$ cat src/rtl/flash_boot_loader_pkg.sv
// Shared loader definitions: FSM encodings, board pin polarities, kernel image size.
// Also used by the memory wrapper so both agree on the image length.
package flash_boot_loader_pkg;

    typedef enum logic [2:0] {
        IDLE     = 3'd0,
        RD_LO    = 3'd1,
        RD_HI    = 3'd2,
        WR_SETUP = 3'd3,
        WR_PULSE = 3'd4,
        WR_HOLD  = 3'd5,
        DONE     = 3'd6
    } state_t;

    localparam logic       FLASH_X16  = 1'b1;
    localparam logic       STROBE_ON  = 1'b0;
    localparam logic       STROBE_OFF = 1'b1;
    localparam logic [3:0] BE_ALL     = 4'b0000;
    localparam logic [3:0] BE_NONE    = 4'b1111;

    localparam int unsigned KERNEL_WORDS = 4210;

    // Width needed to hold values 0..n, never narrower than one bit.
    function automatic int unsigned cnt_width(input int unsigned n);
        return (n == 0) ? 1 : $clog2(n + 1);
    endfunction

endpackage

$ cat src/rtl/flash_boot_loader_wait_timer.sv
// Loadable down-counter with a zero flag; load has priority over decrement.
// Single-cycle update, no flow control.
module flash_wait_timer #(
    parameter int unsigned WIDTH = 3
) (
    input  logic             clk,
    input  logic             rst,
    input  logic             load,
    input  logic [WIDTH-1:0] load_val,
    input  logic             dec,
    output logic             zero
);

    logic [WIDTH-1:0] count;

    always_ff @(posedge clk) begin
        if (rst) begin
            count <= '0;
        end else if (load) begin
            count <= load_val;
        end else if (dec && count != '0) begin
            count <= count - WIDTH'(1);
        end
    end

    assign zero = (count == '0);

endmodule

$ cat src/rtl/flash_boot_loader.sv
// Boot-time copier: 16-bit NOR flash halfword pairs into 32-bit SRAM words.
// 2*WAIT_CYCLES+3 cycles per word; start ignored while busy; all outputs registered.
module flash_boot_loader
    import flash_boot_loader_pkg::*;
#(
    parameter int unsigned FLASH_AW    = 22,
    parameter int unsigned SRAM_AW     = 20,
    parameter int unsigned WORD_COUNT  = KERNEL_WORDS,
    parameter int unsigned WAIT_CYCLES = 8,
    parameter int unsigned SRC_BASE    = 0,
    parameter int unsigned DST_BASE    = 0
) (
    input  logic                                clk,
    input  logic                                rst,
    input  logic                                start,
    output logic [FLASH_AW-1:0]                 flash_addr,
    input  logic [15:0]                         flash_data_i,
    output logic                                flash_ce_n,
    output logic                                flash_oe_n,
    output logic                                flash_we_n,
    output logic                                flash_rp_n,
    output logic                                flash_byte_n,
    output logic                                flash_vpen,
    output logic [SRAM_AW-1:0]                  sram_addr,
    output logic [31:0]                         sram_wdata,
    output logic [3:0]                          sram_be_n,
    output logic                                sram_ce_n,
    output logic                                sram_oe_n,
    output logic                                sram_we_n,
    output logic                                busy,
    output logic                                done,
    output logic [cnt_width(WORD_COUNT)-1:0]    word_cnt
);

    localparam int unsigned      CNT_W  = cnt_width(WORD_COUNT);
    localparam int unsigned      TW     = cnt_width(WAIT_CYCLES - 1);
    localparam logic [TW-1:0]    RELOAD = TW'(WAIT_CYCLES - 1);
    localparam logic [CNT_W-1:0] LAST   = CNT_W'(WORD_COUNT);

    state_t              state;
    state_t              state_nxt;
    logic [31:0]         data;
    logic [31:0]         data_nxt;
    logic [CNT_W-1:0]    cnt_nxt;
    logic [CNT_W-1:0]    cnt_inc;
    logic                go;
    logic                tmr_load;
    logic                tmr_dec;
    logic                tmr_zero;

    logic                busy_nxt;
    logic                done_nxt;
    logic                flash_ce_nxt;
    logic                flash_oe_nxt;
    logic                sram_ce_nxt;
    logic                sram_we_nxt;
    logic [3:0]          sram_be_nxt;
    logic [FLASH_AW-1:0] flash_addr_nxt;
    logic [SRAM_AW-1:0]  sram_addr_nxt;
    logic [31:0]         sram_wdata_nxt;

    assign go      = start && (state == IDLE || state == DONE);
    assign cnt_inc = word_cnt + CNT_W'(1);
    assign tmr_dec = (state == RD_LO) || (state == RD_HI);

    flash_wait_timer #(
        .WIDTH(TW)
    ) u_wait (
        .clk      (clk),
        .rst      (rst),
        .load     (tmr_load),
        .load_val (RELOAD),
        .dec      (tmr_dec),
        .zero     (tmr_zero)
    );

    assign flash_we_n   = 1'b1;
    assign flash_byte_n = FLASH_X16;
    assign flash_vpen   = 1'b0;
    assign sram_oe_n    = STROBE_OFF;

    always_ff @(posedge clk) begin
        if (rst) begin
            state      <= IDLE;
            data       <= '0;
            word_cnt   <= '0;
            busy       <= 1'b0;
            done       <= 1'b0;
            flash_ce_n <= STROBE_OFF;
            flash_oe_n <= STROBE_OFF;
            flash_rp_n <= 1'b0;
            flash_addr <= FLASH_AW'(SRC_BASE);
            sram_ce_n  <= STROBE_OFF;
            sram_we_n  <= STROBE_OFF;
            sram_be_n  <= BE_NONE;
            sram_addr  <= SRAM_AW'(DST_BASE);
            sram_wdata <= '0;
        end else begin
            state      <= state_nxt;
            data       <= data_nxt;
            word_cnt   <= cnt_nxt;
            busy       <= busy_nxt;
            done       <= done_nxt;
            flash_ce_n <= flash_ce_nxt;
            flash_oe_n <= flash_oe_nxt;
            flash_rp_n <= 1'b1;
            flash_addr <= flash_addr_nxt;
            sram_ce_n  <= sram_ce_nxt;
            sram_we_n  <= sram_we_nxt;
            sram_be_n  <= sram_be_nxt;
            sram_addr  <= sram_addr_nxt;
            sram_wdata <= sram_wdata_nxt;
        end
    end

    always_comb begin
        state_nxt = state;
        unique case (state)
            IDLE, DONE: if (start) state_nxt = (WORD_COUNT == 0) ? DONE : RD_LO;
            RD_LO:      if (tmr_zero) state_nxt = RD_HI;
            RD_HI:      if (tmr_zero) state_nxt = WR_SETUP;
            WR_SETUP:   state_nxt = WR_PULSE;
            WR_PULSE:   state_nxt = WR_HOLD;
            WR_HOLD:    state_nxt = (cnt_inc == LAST) ? DONE : RD_LO;
            default:    state_nxt = IDLE;
        endcase
    end

    // Pin values are computed from the next state so every output leaves a flop.
    always_comb begin
        tmr_load = 1'b0;
        data_nxt = data;
        cnt_nxt  = word_cnt;
        if (go && WORD_COUNT != 0) begin
            cnt_nxt  = '0;
            tmr_load = 1'b1;
        end
        if (state == RD_LO && tmr_zero) begin
            data_nxt[15:0] = flash_data_i;
            tmr_load       = 1'b1;
        end
        if (state == RD_HI && tmr_zero) begin
            data_nxt[31:16] = flash_data_i;
            tmr_load        = 1'b1;
        end
        if (state == WR_HOLD) begin
            cnt_nxt  = cnt_inc;
            tmr_load = 1'b1;
        end

        busy_nxt     = state_nxt inside {RD_LO, RD_HI, WR_SETUP, WR_PULSE, WR_HOLD};
        done_nxt     = (state_nxt == DONE);
        flash_ce_nxt = (state_nxt inside {RD_LO, RD_HI}) ? STROBE_ON : STROBE_OFF;
        flash_oe_nxt = flash_ce_nxt;
        sram_ce_nxt  = (state_nxt inside {WR_SETUP, WR_PULSE, WR_HOLD}) ? STROBE_ON : STROBE_OFF;
        sram_we_nxt  = (state_nxt == WR_PULSE) ? STROBE_ON : STROBE_OFF;
        sram_be_nxt  = (state_nxt inside {WR_SETUP, WR_PULSE, WR_HOLD}) ? BE_ALL : BE_NONE;

        flash_addr_nxt = flash_addr;
        if (state_nxt == RD_LO) begin
            flash_addr_nxt = FLASH_AW'(SRC_BASE + 2 * 32'(cnt_nxt));
        end else if (state_nxt == RD_HI) begin
            flash_addr_nxt = FLASH_AW'(SRC_BASE + 2 * 32'(cnt_nxt) + 1);
        end

        sram_addr_nxt  = sram_addr;
        sram_wdata_nxt = sram_wdata;
        if (state_nxt == WR_SETUP) begin
            sram_addr_nxt  = SRAM_AW'(DST_BASE + 32'(cnt_nxt));
            sram_wdata_nxt = data_nxt;
        end
    end

endmodule

$ cat config.mk
export PLATFORM = sky130hd
export DESIGN_NAME = flash_boot_loader
export DESIGN_NICKNAME = d
export VERILOG_FILES = /design/src/rtl/flash_boot_loader_pkg.sv /design/src/rtl/flash_boot_loader_wait_timer.sv /design/src/rtl/flash_boot_loader.sv
export SDC_FILE = /design/constraint.sdc
export NUM_CORES = 1
export LEC_CHECK = 0
export ABC_CLOCK_PERIOD_IN_PS = 2750
export CELL_PAD_IN_SITES_DETAIL_PLACEMENT = 0
export CELL_PAD_IN_SITES_GLOBAL_PLACEMENT = 1
export CORE_ASPECT_RATIO = 0.8
export CORE_MARGIN = 2
export CORE_UTILIZATION = 30
export CTS_CLUSTER_DIAMETER = 40
export DETAILED_ROUTE_END_ITERATION = 10
export PLACE_DENSITY_LB_ADDON = 0.1
export SYNTH_ARGS = -nofsm -noshare
export SYNTH_HDL_FRONTEND = slang
export SYNTH_SLANG_ARGS = --single-unit
$ cat constraint.sdc
create_clock -name clk -period 2.75 [get_ports clk]
set_input_delay 0.4125 -clock clk [delete_from_list [all_inputs] [get_ports clk]]
set_output_delay 0.4125 -clock clk [all_outputs]
set_load 0.02 [all_outputs]
==> flow_summary_export.csv <==
group,metric,value,unit
status,run_status,"finished clean",
detailed_routing,drt_wl_total,11.5,mm
global_route,globalRouteOverflowTotal,0,
yosys,share_of_synthesized_flip_flops_with_an_asynchronous_set_or_reset,0,%
placement,placement.setup.worst_slack,0.188,ns
power_and_ir_drop,net_sw_share,32.3,%
timing,worst-slew-pin-transition,0.642,ns
yosys,synth_edf_count,0,
critical_path,worstSetupPathType,"reg -> reg",
critical_path,worst-r2r-setup-slack,0.25,ns
yosys,ys_flop_type,"sky130_fd_sc_hd__dfxtp_1",
final_layout,final_cell_area,5770,sq um
min_path,hold_class,"in -> reg",
placement,hpwlAfterDp,8.08,mm
floorplanning,die_ar,15500,sq um
floorplanning,start_util,30.5,%
detailed_routing,detailedRoute.firstIterationViolations,173,
placement,io_buffers,101,
yosys,yosysWarnings,0,
clocking,cts_max_level,3,
clocking,cts_buffer_depth,2,
timing,fin_crit_sh,91.0,%
timing,rsz0062_at_grt,"no",
clocking,clock-sinks,100,
power_and_ir_drop,p_int,2.78,mW
clocking,cts_hold_buffers,0,
power_and_ir_drop,netsw,1.33,mW
clocking,clk_root_buffer_cell,"sky130_fd_sc_hd__clkbuf_16",
flow_run,max_cap_violations,0,
power_and_ir_drop,power_frac_clock,29.6,%
final_layout,area.growth.synth_to_final,32.6,%
critical_path,startpoint_type,"register",
final_layout,postLayoutCoreUtil,40.5,%
global_route,groute.usage.overall,15.3,%
yosys,leading_area_contributor_after_synthesis,"sky130_fd_sc_hd__dfxtp_1",
timing,final_hold_vio_count,0,
floorplanning,std_cell_rows,39,
yosys,synth.most_common_cell,"sky130_fd_sc_hd__dfxtp_1",
critical_path,critical_path_required,2.99,ns
timing,finalWorstSetupSlack,0.248,ns
clocking,cts_tree,"built",
detailed_routing,drc_errors,0,
yosys,synth_commonest_cells,"100 x sky130_fd_sc_hd__dfxtp_1, 69 x sky130_fd_sc_hd__nor2_1, 51 x sky130_fd_sc_hd__nand2_1",
power_and_ir_drop,power.density,713,nW/um^2
placement,dpl-instance-area,5490,sq um
detailed_routing,num_vias,3617,
clocking,postCtsSetupRepairBufs,0,
critical_path,worst-endpoint-arrival,2.75,ns
global_route,grt_pass1_wl,18.9,mm
global_route,first_global_vias,3450,
timing,fin_worst_skew,0.0119,ns
yosys,postSynthCellCount,492,
final_layout,final.fill_count,1434,
yosys,post-synth-top-area-fraction,46.0,%
yosys,synth.avg_cell_area,8.84,sq um
yosys,synth_cell_types,54,
detailed_routing,drt_first_pass_iters,4,
timing,slew_viol_final,0,
critical_path,worst_setup_path_end_kind,"register",
floorplanning,core,14200,sq um
power_and_ir_drop,p_seq_share,41.6,%
clocking,clock_insertion_delay_worst_skew,0.35,ns
timing,timing.final.setup_violations,0,
timing,fin_setup_tns,0,ns
detailed_routing,avgViaCountPerCell,4.70,
power_and_ir_drop,ir_worst_vdd,328,uV
yosys,synthTopCellsByArea,"sky130_fd_sc_hd__dfxtp_1 46%, sky130_fd_sc_hd__nor2_1 6.0%, sky130_fd_sc_hd__a211oi_1 5.5%",
floorplanning,io_pins,121,
yosys,netlist_area,4350,sq um
critical_path,path_max_fanout,14,
timing,relSlewSlack,57.0,%
global_route,initial_antenna_violation_count,0,
global_route,maximum_number_of_pins_on_one_net_before_global_route_repair,62,
final_layout,layout-drive-gt1-share,9.91,%
final_layout,antenna_cells,0,
timing,period_needed,2.50,ns
timing,achievable-frequency,400,MHz
clocking,numCtsBuffers,9,
placement,place_congestion,0.801,
detailed_routing,wire_per_inst,15.0,microns
floorplanning,die_x,139,microns
final_layout,nets,604,
floorplanning,fp.dieH,112,microns
yosys,synth_seq_area_share,46.0,%
power_and_ir_drop,power_frac_comb,28.8,%
yosys,ys_seq_elements,100,
detailed_routing,route.antenna.remaining_nets,0,
clocking,clock_slew_at_reported_path_ffs,0.07,ns
clocking,post_cts.resized_instances,0,
power_and_ir_drop,standby_leakage_power,2.17,nW
[cell type report]
cell class	instances	area [sq um]	area share, %
Clock buffer	12	256	4.44
Clock inverter	3	21.3	0.369
Inverter	6	22.5	0.390
Multi-Input combinational cell	344	2050	35.6
Sequential cell	100	2000	34.7
Tap cell	184	230	3.99
Timing Repair Buffer	120	1190	20.6
[critical path: stages (launching register included)]
cell and delay [ns]:
sky130_fd_sc_hd__dfxtp_1 0.44, sky130_fd_sc_hd__ha_1 0.37, sky130_fd_sc_hd__nand4_4 0.17, sky130_fd_sc_hd__o31a_2 0.32, sky130_fd_sc_hd__a41oi_1 0.15, sky130_fd_sc_hd__and4bb_4 0.25
sky130_fd_sc_hd__a21boi_4 0.17, sky130_fd_sc_hd__buf_12 0.18, sky130_fd_sc_hd__mux2_2 0.34
[per-stage QoR]
step	total power [mW]	hold WS, ns	cells
after global placement	2.92	0.443	754
after global routing	4.36	0.441	769
after CTS	4.18	0.427	769
final	4.11	0.435	769
after floorplan	2.53	0.443	509
after detailed placement	2.93	0.448	754
[state kept, by name, summed over array words and instances, names as in the netlist]
signal / cells
word_cnt: 13
sram_we_n: 1
sram_be_n: 1
state: 3
flash_addr: 14
data: 16
flash_oe_n: 1
sram_addr: 13
sram_wdata: 32
busy: 1
u_wait.count: 3
flash_rp_n: 1
done: 1
[final timing paths]
kind,endpoint,startpoint,cells past startpoint
worst max-delay path,flash_addr[1]$_SDFFE_PP0P_,word_cnt[1]$_SDFF_PP0_,8
worst min-delay path,sram_addr[9]$_SDFFE_PP0N_,rst,2
worst max register to register,flash_addr[1]$_SDFFE_PP0P_,word_cnt[1]$_SDFF_PP0_,8
worst min register to register,sram_wdata[23]$_SDFFE_PP0N_,sram_wdata[23]$_SDFFE_PP0N_,2
[power groups by stage]
| stage | Clock, mW | Combinational [mW] | Sequential [mW] |
|---|---|---|---|
| finish | 1.22 | 1.19 | 1.71 |
| global route | 1.32 | 1.31 | 1.73 |
| CTS | 1.27 | 1.20 | 1.71 |
| detailed placement | 0 | 1.19 | 1.74 |
| global placement | 0 | 1.18 | 1.74 |
| floorplan | 0 | 0.730 | 1.80 |
[placed cells by master, fill, tap and decap left out, types with 6 or more instances in the layout]
| master | instances |
|---|---|
| sky130_fd_sc_hd__mux2i_1 | 16 |
| sky130_fd_sc_hd__clkdlybuf4s50_1 | 100 |
| sky130_fd_sc_hd__a21oi_1 | 36 |
| sky130_fd_sc_hd__o21a_1 | 6 |
| sky130_fd_sc_hd__nand2_1 | 51 |
| sky130_fd_sc_hd__nor2_1 | 69 |
| sky130_fd_sc_hd__conb_1 | 19 |
| sky130_fd_sc_hd__nor3_1 | 9 |
| sky130_fd_sc_hd__dfxtp_1 | 100 |
| sky130_fd_sc_hd__buf_4 | 16 |
| sky130_fd_sc_hd__inv_1 | 6 |
| sky130_fd_sc_hd__nand3_1 | 7 |
| sky130_fd_sc_hd__o21ai_0 | 12 |
| sky130_fd_sc_hd__a211oi_1 | 32 |
| sky130_fd_sc_hd__clkbuf_16 | 9 |
| sky130_fd_sc_hd__nor2b_1 | 15 |
[layer usage]
metal	wire length (microns)	track usage (%)	up-vias
met5	0	0	-
met4	130	4.11	0
met3	637	5.46	14
met2	4970	22.1	84
met1	5790	21.7	1686
li1	-	-	1833
[cell families after synthesis]
logic type | share of synthesized area [%]
other cells | 0.173
flops | 46.0
xor+xnor | 1.58
mux | 6.44
compound gates | 16.6
buf+inv | 8.31
fa+ha+maj | 1.15
simple gates | 19.7
Note: power is estimated with default switching activity, not from simulation.
